<file path="src/rtl/tfr_hs_responder_pkg.sv">
// Shared constants for the four-phase CDC responder: FSM encoding and counter width.
package tfr_hs_responder_pkg;
  localparam logic [0:0] ST_IDLE = 1'b0;
  localparam logic [0:0] ST_HOLD = 1'b1;
  localparam int         XFER_W  = 16;
endpackage

</file>
<file path="src/rtl/tfr_sync_fifo.sv">
// Single-clock FIFO, show-ahead: head entry is always driven from storage flops.
module tfr_sync_fifo #(
  parameter int W      = 32,
  parameter int LGFIFO = 1
) (
  input  logic         i_clk,
  input  logic         i_reset_n,
  input  logic         wr,
  input  logic [W-1:0] wr_data,
  input  logic         rd,
  output logic         full,
  output logic         empty,
  output logic [W-1:0] rd_data
);
  localparam int DEPTH = 1 << LGFIFO;
  localparam logic [LGFIFO:0] DEPTH_C = {1'b1, {LGFIFO{1'b0}}};

  logic [W-1:0]      mem [DEPTH];
  logic [LGFIFO-1:0] wptr, rptr;
  logic [LGFIFO:0]   cnt;
  logic              do_wr, do_rd;

  assign full    = (cnt == DEPTH_C);
  assign empty   = (cnt == '0);
  assign do_wr   = wr && !full;
  assign do_rd   = rd && !empty;
  assign rd_data = mem[rptr];

  always_ff @(posedge i_clk or negedge i_reset_n) begin
    if (!i_reset_n) begin
      for (int i = 0; i < DEPTH; i++) mem[i] <= '0;
      wptr <= '0;
      rptr <= '0;
      cnt  <= '0;
    end else begin
      if (do_wr) begin
        mem[wptr] <= wr_data;
        wptr      <= wptr + LGFIFO'(1);
      end
      if (do_rd) rptr <= rptr + LGFIFO'(1);
      case ({do_wr, do_rd})
        2'b10:   cnt <= cnt + (LGFIFO+1)'(1);
        2'b01:   cnt <= cnt - (LGFIFO+1)'(1);
        default: cnt <= cnt;
      endcase
    end
  end

  a_occupancy: assert property (@(posedge i_clk) disable iff (!i_reset_n) cnt <= DEPTH_C);
endmodule

</file>
<file path="src/rtl/tfr_hs_responder.sv">
// Receiving end of a four-phase req/ack CDC handshake feeding a valid/ready stream.
module tfr_hs_responder
  import tfr_hs_responder_pkg::*;
#(
  parameter int W      = 32,
  parameter int NFF    = 2,
  parameter int LGFIFO = 1
) (
  input  logic              i_clk,
  input  logic              i_reset_n,
  input  logic              i_req,
  input  logic [W-1:0]      i_data,
  output logic              o_ack,
  output logic              o_valid,
  input  logic              i_ready,
  output logic [W-1:0]      o_data,
  output logic [XFER_W-1:0] o_xfers
);
  logic [NFF-1:0] sync;
  logic           s_req;
  logic [0:0]     state;
  logic           full, empty, capture;

  always_ff @(posedge i_clk or negedge i_reset_n) begin
    if (!i_reset_n) sync <= '0;
    else            sync <= {sync[NFF-2:0], i_req};
  end
  assign s_req = sync[NFF-1];

  // Ack is withheld while full; that is the only back-pressure the requester sees.
  assign capture = (state == ST_IDLE) && s_req && !full;
  assign o_ack   = (state == ST_HOLD);

  always_ff @(posedge i_clk or negedge i_reset_n) begin
    if (!i_reset_n) begin
      state   <= ST_IDLE;
      o_xfers <= '0;
    end else if (capture) begin
      state   <= ST_HOLD;
      o_xfers <= o_xfers + XFER_W'(1);
    end else if (state == ST_HOLD && !s_req) begin
      state   <= ST_IDLE;
    end
  end

  tfr_sync_fifo #(.W(W), .LGFIFO(LGFIFO)) u_fifo (
    .i_clk     (i_clk),
    .i_reset_n (i_reset_n),
    .wr        (capture),
    .wr_data   (i_data),
    .rd        (i_ready),
    .full      (full),
    .empty     (empty),
    .rd_data   (o_data)
  );
  assign o_valid = !empty;

  a_ack_fall:  assert property (@(posedge i_clk) disable iff (!i_reset_n)
                 $fell(o_ack) |-> !$past(s_req));
  a_cap_idle:  assert property (@(posedge i_clk) disable iff (!i_reset_n)
                 capture |-> !o_ack);
  a_cap_ack:   assert property (@(posedge i_clk) disable iff (!i_reset_n)
                 capture |=> o_ack);
  a_stall:     assert property (@(posedge i_clk) disable iff (!i_reset_n)
                 (o_valid && !i_ready) |=> (o_valid && $stable(o_data)));
endmodule

</file>
<file path="config.mk">
export PLATFORM = sky130hd
export DESIGN_NAME = tfr_hs_responder
export DESIGN_NICKNAME = d
export VERILOG_FILES = /design/src/rtl/tfr_hs_responder_pkg.sv /design/src/rtl/tfr_sync_fifo.sv /design/src/rtl/tfr_hs_responder.sv
export SDC_FILE = /design/constraint.sdc
export NUM_CORES = 1
export LEC_CHECK = 0
export CORE_ASPECT_RATIO = 0.6
export CORE_MARGIN = 1.5
export CORE_UTILIZATION = 28
export CTS_CLUSTER_SIZE = 12
export DETAILED_ROUTE_END_ITERATION = 6
export DONT_BUFFER_PORTS = 1
export PLACE_DENSITY = 0.47
export REMOVE_ABC_BUFFERS = 1
export SLEW_MARGIN = 20
export SYNTH_ARGS = -nofsm -noshare
export SYNTH_HDL_FRONTEND = slang
export SYNTH_SLANG_ARGS = --single-unit
</file>
<file path="constraint.sdc">
create_clock -name i_clk -period 1.7 [get_ports i_clk]
set_input_delay 0.255 -clock i_clk [delete_from_list [all_inputs] [get_ports i_clk]]
set_output_delay 0.255 -clock i_clk [all_outputs]
set_load 0.03 [all_outputs]
</file>
==> results of run 1 <==
stage by stage:
| stage | hold WS (ns) | TNS (ns) | power, W | setup WS (ns) | util [%] |
|---|---|---|---|---|---|
| after global placement | -0.0386 | 0 | 0.00827 | 0.0781 | 32.0 |
| after global routing | -0.418 | 0 | 0.0108 | 0.00190 | 34.2 |
| after CTS | -0.409 | 0 | 0.0103 | 0.0343 | 34.2 |
| after floorplan | -0.0406 | -9.54 | 0.00742 | -0.298 | - |
| final | -0.387 | 0 | 0.0102 | 0.0623 | 34.2 |
| after detailed placement | -0.0378 | 0 | 0.00834 | 0.0653 | 32.0 |
sequential cells by signal, indices dropped and copies added (netlist names):
register,count
o_ack,1
o_xfers,16
sync,2
u_fifo.cnt,2
u_fifo.mem,64
u_fifo.rptr,1
u_fifo.wptr,1
logic make-up (layout without fill, tap and decap cells):
logic type / Yosys count / in the layout / synth area share (%)
AOI/OAI and AO/OA: 1 / 1 / 0.184
xor gates and xnor gates: 20 / 20 / 4.28
adders and majority gates: 2 / 2 / 0.612
buffers and inverters: 12 / 46 / 3.12
DFF: 87 / 87 / 53.2
muxes: 96 / 96 / 31.9
other: 0 / 1 / 0
and+or+nand+nor: 38 / 38 / 6.61
power groups by stage:
stage	sequential (W)	clock, W	combinational (W)
2_1_floorplan	0.00362	0	0.00380
3_3_place_gp	0.00348	0	0.00479
3_5_place_dp	0.00352	0	0.00482
4_1_cts	0.00351	0.00197	0.00485
5_1_grt	0.00364	0.00207	0.00506
6_report	0.00351	0.00188	0.00479
routing by layer:
| layer | wire length, microns | vias up | track usage, % | share of wire (%) |
|---|---|---|---|---|
| met5 | 0 | - | 0 | 0 |
| met4 | 78 | 0 | 2.61 | 0.94 |
| met3 | 803 | 10 | 6.30 | 9.6 |
| met2 | 3280 | 62 | 15.5 | 39 |
| met1 | 4190 | 1069 | 16.1 | 50 |
| li1 | - | 956 | - | - |
repair_timing:
item / in CTS / in global routing
endpoints found under the setup margin: 13 / 2
resized for setup: 1 / 2
endpoints found under the hold margin: 88 / 87
synthesized netlist by cell type, drive strengths merged (3+ instances only):
cell type	instances	share of area, %
buf	9	2.7
dfrtp	87	53
mux2	96	32
nand2	11	1.2
nand3	5	0.61
nand4	4	0.61
nor2	6	1.3
nor3	3	0.37
xnor2	12	2.6
xor2	8	1.7
path summary, 6_finish.rpt:
path	to	cells past startpoint	slack, ns
max	o_data[0]	2	0.06
min	o_xfers[13]	0	-0.39
max reg2reg	u_fifo.cnt[1]	6	0.07
min reg2reg	sync[1]	0	0.35
max in group asynchronous	u_fifo.mem[13]	0	1.91
min in group i_clk	u_fifo.mem[54]	1	0.06
layout make-up:
type / instances / area, sq um / share of cell area, %
Antenna cell: 1 / 2.50 / 0.0524
Tap cell: 192 / 240 / 5.03
Inverter: 2 / 15.0 / 0.314
Clock inverter: 4 / 30.0 / 0.628
Clock buffer: 12 / 256 / 5.37
Sequential cell: 87 / 2180 / 45.6
Multi-Input combinational cell: 157 / 1790 / 37.4
Timing Repair Buffer: 28 / 267 / 5.58
placed cells by master, fill, tap and decap left out, drive strengths merged, types with 3 or more instances in the layout:
cell type | synthesis | routed
buf | 9 | 27
clkbuf | 1 | 12
clkinvlp | 0 | 4
dfrtp | 87 | 87
mux2 | 96 | 96
nand2 | 11 | 11
nand3 | 5 | 5
nand4 | 4 | 4
nor2 | 6 | 6
nor3 | 3 | 3
xnor2 | 12 | 12
xor2 | 8 | 8
==> metrics.md, run 1 <==
| Metric | Value |
|---|---|
| Status | finished with violations |
| Failing checks | negative hold slack |
| Share of the cycle needed by the critical path after routing | 96.3% |
| Sw frac | 38.3% |
| Worst vdd ir | 0.000835 V |
| Routed Antenna Nets | 0 |
| Via count | ~2100 |
| Post-layout nets | 323 |
| Switching pwr | slightly below 0.004 W |
| H-tree levels | 3 |
| GRT Total Usage | 11.6% |
| Syn Inst Count | 256 |
| Largest net degree at the start of global routing | around 90 |
| P&R area growth vs syn | 16.9% |
| Row count | 33 |
| Final-report hold violation count | 87 |
| Tmin final | ~1.6 ns |
| Hold_buf cts | 1 |
| Mapped Area | about 4000 sq um |
| Comb power frac | a little under half |
| Post-DP Area | roughly 4500 sq um |
| Grt total ovfl | 0 |
| Unique masters post-synth | 27 |
| DR WL/cell | roughly 17 microns |
| CP Data Arrival Time | 1.38 ns |
| Static Leak | between 2 and 2.5 nW |
| Max-slew violations | 0 |
| Final HPWL DP | ~5600 microns |
| Non-Filler Instances | approximately 480 |
| Cell family contributing the most delay on the critical path | multiplexers |
| Initial Util | roughly 30% |
| # Max-Cap Violations | 0 |
| CTS clock-pin slew for the worst setup and hold paths | about 0.060 ns |
| Die X | 159 microns |
| Seq cells post-synth | 87 |
| Sequential share of the synthesized area | around 53% |
| Worst Setup SP | u_fifo.rptr |
| Max Buffers Root-to-Sink | 2 |
| Initial drt markers | 54 |
| Clk_lat worst skew | between 0.3 and 0.4 ns |
| Required time worst endpoint | between 1 and 1.5 ns |
| Detailed Route WL | around 8300 microns |
| Syn. warnings | 0 |
| # Post-CTS Setup Buffers | 0 |
| Tightest Hold Check Type | primary input to asynchronous set/reset pin |
| Port Buffers | 0 |
| IO Pins | 86 |
| Pwr Density | roughly 2100 nW/um^2 |
| Die height | slightly below 100 microns |
| Total CTS buffers | 9 |
| First-pass GRT wire length | 13600 microns |
| Vias in the first global route | 2282 |
| EDFF count, synth | 0 |
| Initial DRT Pass Iterations | 4 |
| Inst Count DP | 465 |
| Clock Tree Root | clkbuf_16 |
| Most used DFF post-synth | dfrtp_1 |
| Ys async rst share | 100% |
| Design area | between 4000 and 5000 sq um |
| CP peak stage delay | 0.46 ns |
| FMAX | approximately 610 MHz |
| RSZ-0062 raised after global routing | no |
| Fillers | approximately 1400 |
| Cell-internal power | 0.00628 W |
| Slew @ Worst Pin | roughly 0.41 ns |
| Slew margin rel. | 72.3% |
| Clk pwr share | between 10% and 20% |
| Crit-path cells | buf_6 -> mux2_2 |
| WP buf/inv | 1 |
| CP max FO | 13 |
| Average size of a mapped cell | about 16 sq um |
| Fin Hold WS | -0.387 ns |
| Setup violators final | 0 |
| Clock sinks | 87 |
| Setup skew after layout | between 0.007 and 0.008 ns |
| CTS tree | done |
| Crit Path Class | flop to primary output |
| Core Area | around 14000 sq um |
| Die area | 15400 sq um |
| Worst Setup End Kind | primary output |
| CP Launch Type | flop |
| Fraction of layout cells with a size suffix above 1 | 51.4% |
| Initial antenna violation count | 1 |
| Seq pwr share | about 35% |
| Slowest CP cell | mux2_2 |
| Worst R2R Start | u_fifo.cnt[0] |
| Gp weighted congestion | approximately 0.76 |
| DR DRC count | 0 |
| Via/cell ratio | around 4.3 |
Power figures use the tool's default switching activity.
==> inputs of run 2 (changes only) <==
==> constraint.sdc (replaced) <==
create_clock -name i_clk -period 1.7 [get_ports i_clk]
set_input_delay 0.425 -clock i_clk [delete_from_list [all_inputs] [get_ports i_clk]]
set_output_delay 0.425 -clock i_clk [all_outputs]
set_load 0.03 [all_outputs]
==> metrics.md, run 2 (synthesized netlist as in run 1, its figures left out) <==
| Metric | Value |
|---|---|
| Post-layout nets | 324 (was 323) |
| Tot Pwr | 0.0110 W (was 0.0102 W) |
| R2r setup slk | 0.05 ns (was 0.07 ns) |
| Multi-input gate area | 1910 sq um (was 1790 sq um) |
| FMAX | 557 MHz (was 611 MHz) |
| Die area | 15400 sq um (unchanged) |
| Slew margin rel. | 72.7% (was 72.3%) |
| Initial drt markers | 82 (was 54) |
| Tmin final | 1.80 ns (was 1.64 ns) |
| Clock Tree Root | clkbuf_16 (unchanged) |
| Fraction of layout cells with a size suffix above 1 | 52.2% (was 51.4%) |
| Design area | 4980 sq um (was 4780 sq um) |
| Sequential cell area | 2180 sq um (unchanged) |
| Max Buffers Root-to-Sink | 2 (unchanged) |
| CP max FO | 13 (unchanged) |
| CTS clock-pin slew for the worst setup and hold paths | 0.07 ns (was 0.06 ns) |
| Crit Path Class | flop to primary output (unchanged) |
| Initial DRT Pass Iterations | 4 (unchanged) |
| Die height | 96.6 microns (unchanged) |
| Final HPWL DP | 5490 microns (was 5640 microns) |
| Clk_lat worst skew | 0.34 ns (was 0.33 ns) |
| CP Launch Type | flop (unchanged) |
| DR WL/cell | 18.0 microns (was 17.3 microns) |
| Slew @ Worst Pin | 0.406 ns (was 0.413 ns) |
| Final setup margin | -0.0954 ns (was 0.0623 ns) |
| Fin Hold WS | -0.216 ns (was -0.387 ns) |
| Slowest CP cell | dfrtp_2 (was mux2_2) |
| Pwr Density | 2200 nW/um^2 (was 2130 nW/um^2) |
| Initial Util | 29.3% (unchanged) |
| Worst R2R Path Depth | 6 (unchanged) |
| Port Buffers | 0 (unchanged) |
| Antenna cells | 0 (was 1) |
| P&R area growth vs syn | 21.8% (was 16.9%) |
| Die X | 159 microns (unchanged) |
| H-tree levels | 3 (unchanged) |
| IO Pins | 86 (unchanged) |
| Largest regs | u_fifo.mem: 64 flops, o_xfers: 16 flops (unchanged) |
| # Max-Cap Violations | 0 (unchanged) |
| WP buf/inv | 1 (unchanged) |
| Clock sinks | 87 (unchanged) |
| Failing checks | negative hold slack, negative setup slack (was negative hold slack) |
| RSZ-0062 raised after global routing | yes (was no) |
| Commonest non-fill, non-tap cell in the layout | mux2_4 (was dfrtp_1) |
| Commonest cells after routing, fill and taps aside | 92 x mux2_4, 85 x dfrtp_1, 20 x buf_4 (was 85 x dfrtp_1, 60 x mux2_4, 36 x mux2_2) |
| Most flop-heavy register | u_fifo.mem (unchanged) |
| Routed Antenna Nets | 0 (unchanged) |
| Via count | 2086 (was 2097) |
| Max-slew violations | 0 (unchanged) |
| Static Leak | 2.37 nW (was 2.19 nW) |
| Cell family contributing the most delay on the critical path | flip-flops (was multiplexers) |
| Status | finished with violations (unchanged) |
| Worst R2R Start | u_fifo.cnt[0] (unchanged) |
| Share of the cycle needed by the critical path after routing | 106% (was 96.3%) |
| Tightest Hold Check Type | primary input to asynchronous set/reset pin (unchanged) |
| Gp weighted congestion | 0.735 (was 0.761) |
| Largest net degree at the start of global routing | 88 (unchanged) |
| Vias in the first global route | 2440 (was 2282) |
| Total CTS buffers | 9 (unchanged) |
| Via/cell ratio | 4.32 (was 4.34) |
| Inst Count DP | 462 (was 465) |
| CTS tree | done (unchanged) |
| Number of flip-flops in the largest register | 64 (unchanged) |
| Crit-path cells | buf_12 -> mux2_4 (was buf_6 -> mux2_2) |
| CP Data Arrival Time | 1.37 ns (was 1.38 ns) |
| Row count | 33 (unchanged) |
| Core Area | 14000 sq um (unchanged) |
| Fillers | 1358 (was 1381) |
| First-pass GRT wire length | 14200 microns (was 13600 microns) |
| R2R Path End | u_fifo.mem[0] (was u_fifo.cnt[1]) |
| Setup skew after layout | 0.00926 ns (was 0.00727 ns) |
| Setup violators final | 32 (was 0) |
| Required time worst endpoint | 1.27 ns (was 1.44 ns) |
| Final-report hold violation count | 87 (unchanged) |
| CP peak stage delay | 0.46 ns (about the same) |
| Detailed Route WL | 8720 microns (was 8340 microns) |
| Initial antenna violation count | 0 (was 1) |
| Worst vdd ir | 0.000906 V (was 0.000835 V) |
| Worst Setup End Kind | primary output (unchanged) |
| Post-DP Area | 4450 sq um (was 4470 sq um) |
| Non-Filler Instances | 483 (unchanged) |
| GRT Total Usage | 11.9% (was 11.6%) |
| Grt total ovfl | 0 (unchanged) |
| DR DRC count | 0 (unchanged) |
[run 2: changes by cell type in the layout (fill, tap and decap cells not counted), sizes merged]
cell | previous run | this run
diode | 1 | 0
bufinv | 0 | 1
inv | 2 | 3
buf | 27 | 28
clkinv | 0 | 3
dlygate4sd3 | 1 | 0
clkinvlp | 4 | 1
clkbuf | 12 | 11
[run 2: report_power, final]
group / internal, W / switching, W
Sequential: 0.00298 / 0.000596
Clock: 0.00119 / 0.000844
Combinational: 0.00271 / 0.00265
[run 2: worst max path at each step]
| stage | from | end | slack [ns] | cells after the start |
|---|---|---|---|---|
| 3_5_place_dp | u_fifo.cnt[0] | u_fifo.mem[1] | 0.03 | 5 |
| 4_1_cts | u_fifo.rptr | o_data[23] | -0.13 | 2 |
| 6_report | u_fifo.rptr | o_data[11] | -0.1 | 2 |
| 3_3_place_gp | u_fifo.cnt[0] | u_fifo.mem[1] | 0.05 | 5 |
| 2_1_floorplan | o_ack | u_fifo.mem[32] | -0.30 | 5 |
| 5_1_grt | u_fifo.rptr | o_data[6] | -0.14 | 2 |
[run 2: final cells by class]
class,count,area share [%]
Sequential cell,87,43.8
Timing Repair Buffer,29,6.53
Tap cell,192,4.82
Clock buffer,10,4.80
Inverter,2,0.302
Multi-Input combinational cell,157,38.4
Clock inverter,6,1.38
[run 2: timing repair]
action / CTS / global route
cloned: 1 / 1
pin swaps: 0 / 1
gates resized for setup: 36 / 5
endpoints found under the hold margin: 87 / 87
buffers inserted: 0 / 3
endpoints found under the setup margin: 33 / 55
[run 2: metrics by stage]
step                      worst slack (ns)  setup TNS (ns)  util (%)  hold WS, ns
after floorplan                     -0.298          -14.98         -        0.129
after global placement              0.0483               0      31.9        0.132
after detailed placement            0.0290               0      31.9        0.132
after CTS                           -0.129           -3.72      35.2       -0.238
after global routing                -0.145           -4.22      35.7       -0.246
final                              -0.0954           -2.78      35.7       -0.216
[run 2: metal layers]
metal	global-route usage, %	wire length, microns	share of wire [%]
met2	16.3	3570	41
met3	5.62	798	9.2
met5	0	0	0
met4	3.12	87	1.0
met1	16.6	4260	49
==> inputs of run 3 (changes only) <==
--- a/config.mk
+++ b/config.mk
@@ -11,6 +11,7 @@
 export CTS_CLUSTER_SIZE = 12
 export DETAILED_ROUTE_END_ITERATION = 6
 export DONT_BUFFER_PORTS = 1
+export GPL_ROUTABILITY_DRIVEN = 0
 export PLACE_DENSITY = 0.47
 export REMOVE_ABC_BUFFERS = 1
 export SLEW_MARGIN = 20
==> results of run 3 <==
The final DEF is identical to that of run 2; final timing and power are the same.
==> RTL change: new RTL, flow settings as in run 2 <==
`W` is set to 32 in 2 places; all go to 64.
--- a/src/rtl/tfr_sync_fifo.sv
+++ b/src/rtl/tfr_sync_fifo.sv
@@ -1,5 +1,5 @@
 // Single-clock FIFO, show-ahead: head entry is always driven from storage flops.
 module tfr_sync_fifo #(
-  parameter int W      = 32,
+  parameter int W      = 64,
   parameter int LGFIFO = 1
 ) (
--- a/src/rtl/tfr_hs_responder.sv
+++ b/src/rtl/tfr_hs_responder.sv
@@ -3,5 +3,5 @@
   import tfr_hs_responder_pkg::*;
 #(
-  parameter int W      = 32,
+  parameter int W      = 64,
   parameter int NFF    = 2,
   parameter int LGFIFO = 1
Ports: changed (resized i_data and o_data); port bits go from 86 to 150. No check against the original RTL was run, so the function may have changed too.
==> RTL change against run 2 <==
  * The run still ends with negative hold slack, negative setup slack left
  * Final area increased by 67%
  * Synthesized cell count up 66%
  * Sequential share of layout area is 1.8 points higher
  * Routed wire length is 81% higher
  * Global-route usage rose by 0.28 points
  * Via count up 74%
  * Final cell count grew 67%
  * Worst setup slack got worse by 220 ps
  * Sequential cell count is 64 higher
  * Power grew 75%
  * Area after synthesis up 60%
  * Sequential power increased by 73%
  * Die area is 59% higher
  * Largest power group unchanged
  * Highest routed layer unchanged
==> RTL change: results (changes against run 2) <==
[timing]
final.hold.worst_slack_ps = -302  ; -86.4 ps
setup_viol = 64  ; +100%
layout_setup_ws_ps = -316  ; -221 ps
report.final.hold_viol_count = 151  ; +74%
worst_pin_slew_ps = 463  ; +57.2 ps
fin_skew_ps = 7.91  ; -1.35 ps

[yosys]
ys_async_sr_fraction_pct = 100  ; unchanged
ys_top_cells_by_area = sky130_fd_sc_hd__dfrtp_1 (58%), sky130_fd_sc_hd__mux2_2 (29%), sky130_fd_sc_hd__mux2_1 (3.8%)
synth_cell_types = 25  ; -7.4%
synth.cells.most_frequent = sky130_fd_sc_hd__mux2_2 (170), sky130_fd_sc_hd__dfrtp_1 (151), sky130_fd_sc_hd__mux2_1 (22)
yosys_warning_count = 0  ; unchanged
synth_sequential_area_ratio_pct = 57.7  ; +4.4 points

[clock_network]
post_cts_resized = 34  ; -5.6%
cts_max_level = 4  ; +1
numCtsBuffers = 17  ; +8
clock_latency_ps = 420  ; +80 ps
post_cts_setup_driven_buffer_insertion_count = 3  ; +3

[setup_path]
crit_path_max_incr_delay_ps = 470
slowest_stage = sky130_fd_sc_hd__dfrtp_2
arrival_ps = 1590  ; +220 ps
path_max_fanout = 7  ; -6

[finish]
n_antenna_cell = 0  ; unchanged
num-nets-final = 549  ; +69%
largest_registers = u_fifo.mem: 128 flops, o_xfers: 16 flops
drive_gt1_share_pct = 53.0  ; +0.82 points

[detailed_routing]
num_vias = 3627  ; +74%
wire_per_inst_microns = 19.6  ; +8.4%
dr.first_iter.drc_count = 107  ; +30%

[placed_design]
preCtsSetupSlack_ps = -33.4  ; -62.4 ps
placer_congestion = 0.716  ; -2.7%
placement.io_buffers = 0  ; unchanged
detailedPlacementHpwl_microns = 9330  ; +70%

[run_status]
outcome = complete, but fails checks
violations_in_the_final_reports = negative hold slack, negative setup slack

[pwr]
netSwitchingFraction_pct = 38.1  ; +0.84 points
power.leakage_uw = 0.00367  ; +55%
vdd_ir_drop_max_mv = 1.17  ; +29%

[global_routing]
grt.total_usage_pct = 12.2  ; +0.28 points
wire_length_of_the_first_global_routing_pass_microns = 22300  ; +57%
grt_max_degree = 152  ; +73%
grt_antenna_before_repair = 0  ; unchanged
number_of_global_route_vias_before_repair = 3841  ; +57%

[worst_hold_path]
hold_class = input pin to async pin

-- RTL change: layout make-up --
type                       instances  area (sq um)
tap                              315           394
inverter                           3          13.8
fill                            2262         14700
sequential                       151          3780
multi-input combinational        253          2820
timing repair buffer              53           693
clock buffer                      20           447
clock inverter                    12           153
-- RTL change: power by group through the flow --
stage          sequential (uW)  combinational [uW]  clock, uW
4_1_cts                   6130                8480       4010
2_1_floorplan             6230                6060          0
3_5_place_dp              6160                7700          0
6_report                  6200                9130       3840
5_1_grt                   6410                9610       4170
3_3_place_gp              6040                7570          0
-- RTL change: cells by family after synthesis --
logic type                 count (synthesis)  synth area share [%]
muxes                                    192                  33.0
adders and majority gates                  2                 0.382
buffers and inverters                     23                  2.94
and+or+nand+nor                           37                  3.19
xor gates and xnor gates                  20                  2.67
DFF                                      151                  57.7
AOI/OAI and AO/OA                          1                 0.115
-- RTL change: final timing paths --
path	from	to	slack [ps]	cells after the start
worst max-delay path	u_fifo.rptr	o_data[54]	-320	3
worst min-delay path	i_reset_n	u_fifo.mem[75]	-300	0
worst max register to register	o_ack	u_fifo.mem[97]	30	7
worst min register to register	sync[0]	sync[1]	370	0
max in group asynchronous	i_reset_n	u_fifo.mem[49]	1840	0
min in group i_clk	i_req	sync[0]	30	0
-- RTL change: layer usage --
metal / track usage [%] / vias to the layer above / routed length [microns]
met4: 3.81 / 0 / 154
li1: - / 1627 / -
met2: 17.2 / 109 / 6630
met5: 0 / - / 0
met1: 15.1 / 1879 / 7310
met3: 7.65 / 12 / 1700
-- RTL change: per-stage QoR --
stage          TNS, ps  area [sq um]  std cells
3_5_place_dp      -596          7090        752
6_report        -17780          8300        807
4_1_cts         -19770          7920        790
5_1_grt         -21680          8300        807
2_1_floorplan   -97140          6370        406
3_3_place_gp      -317          7090        752
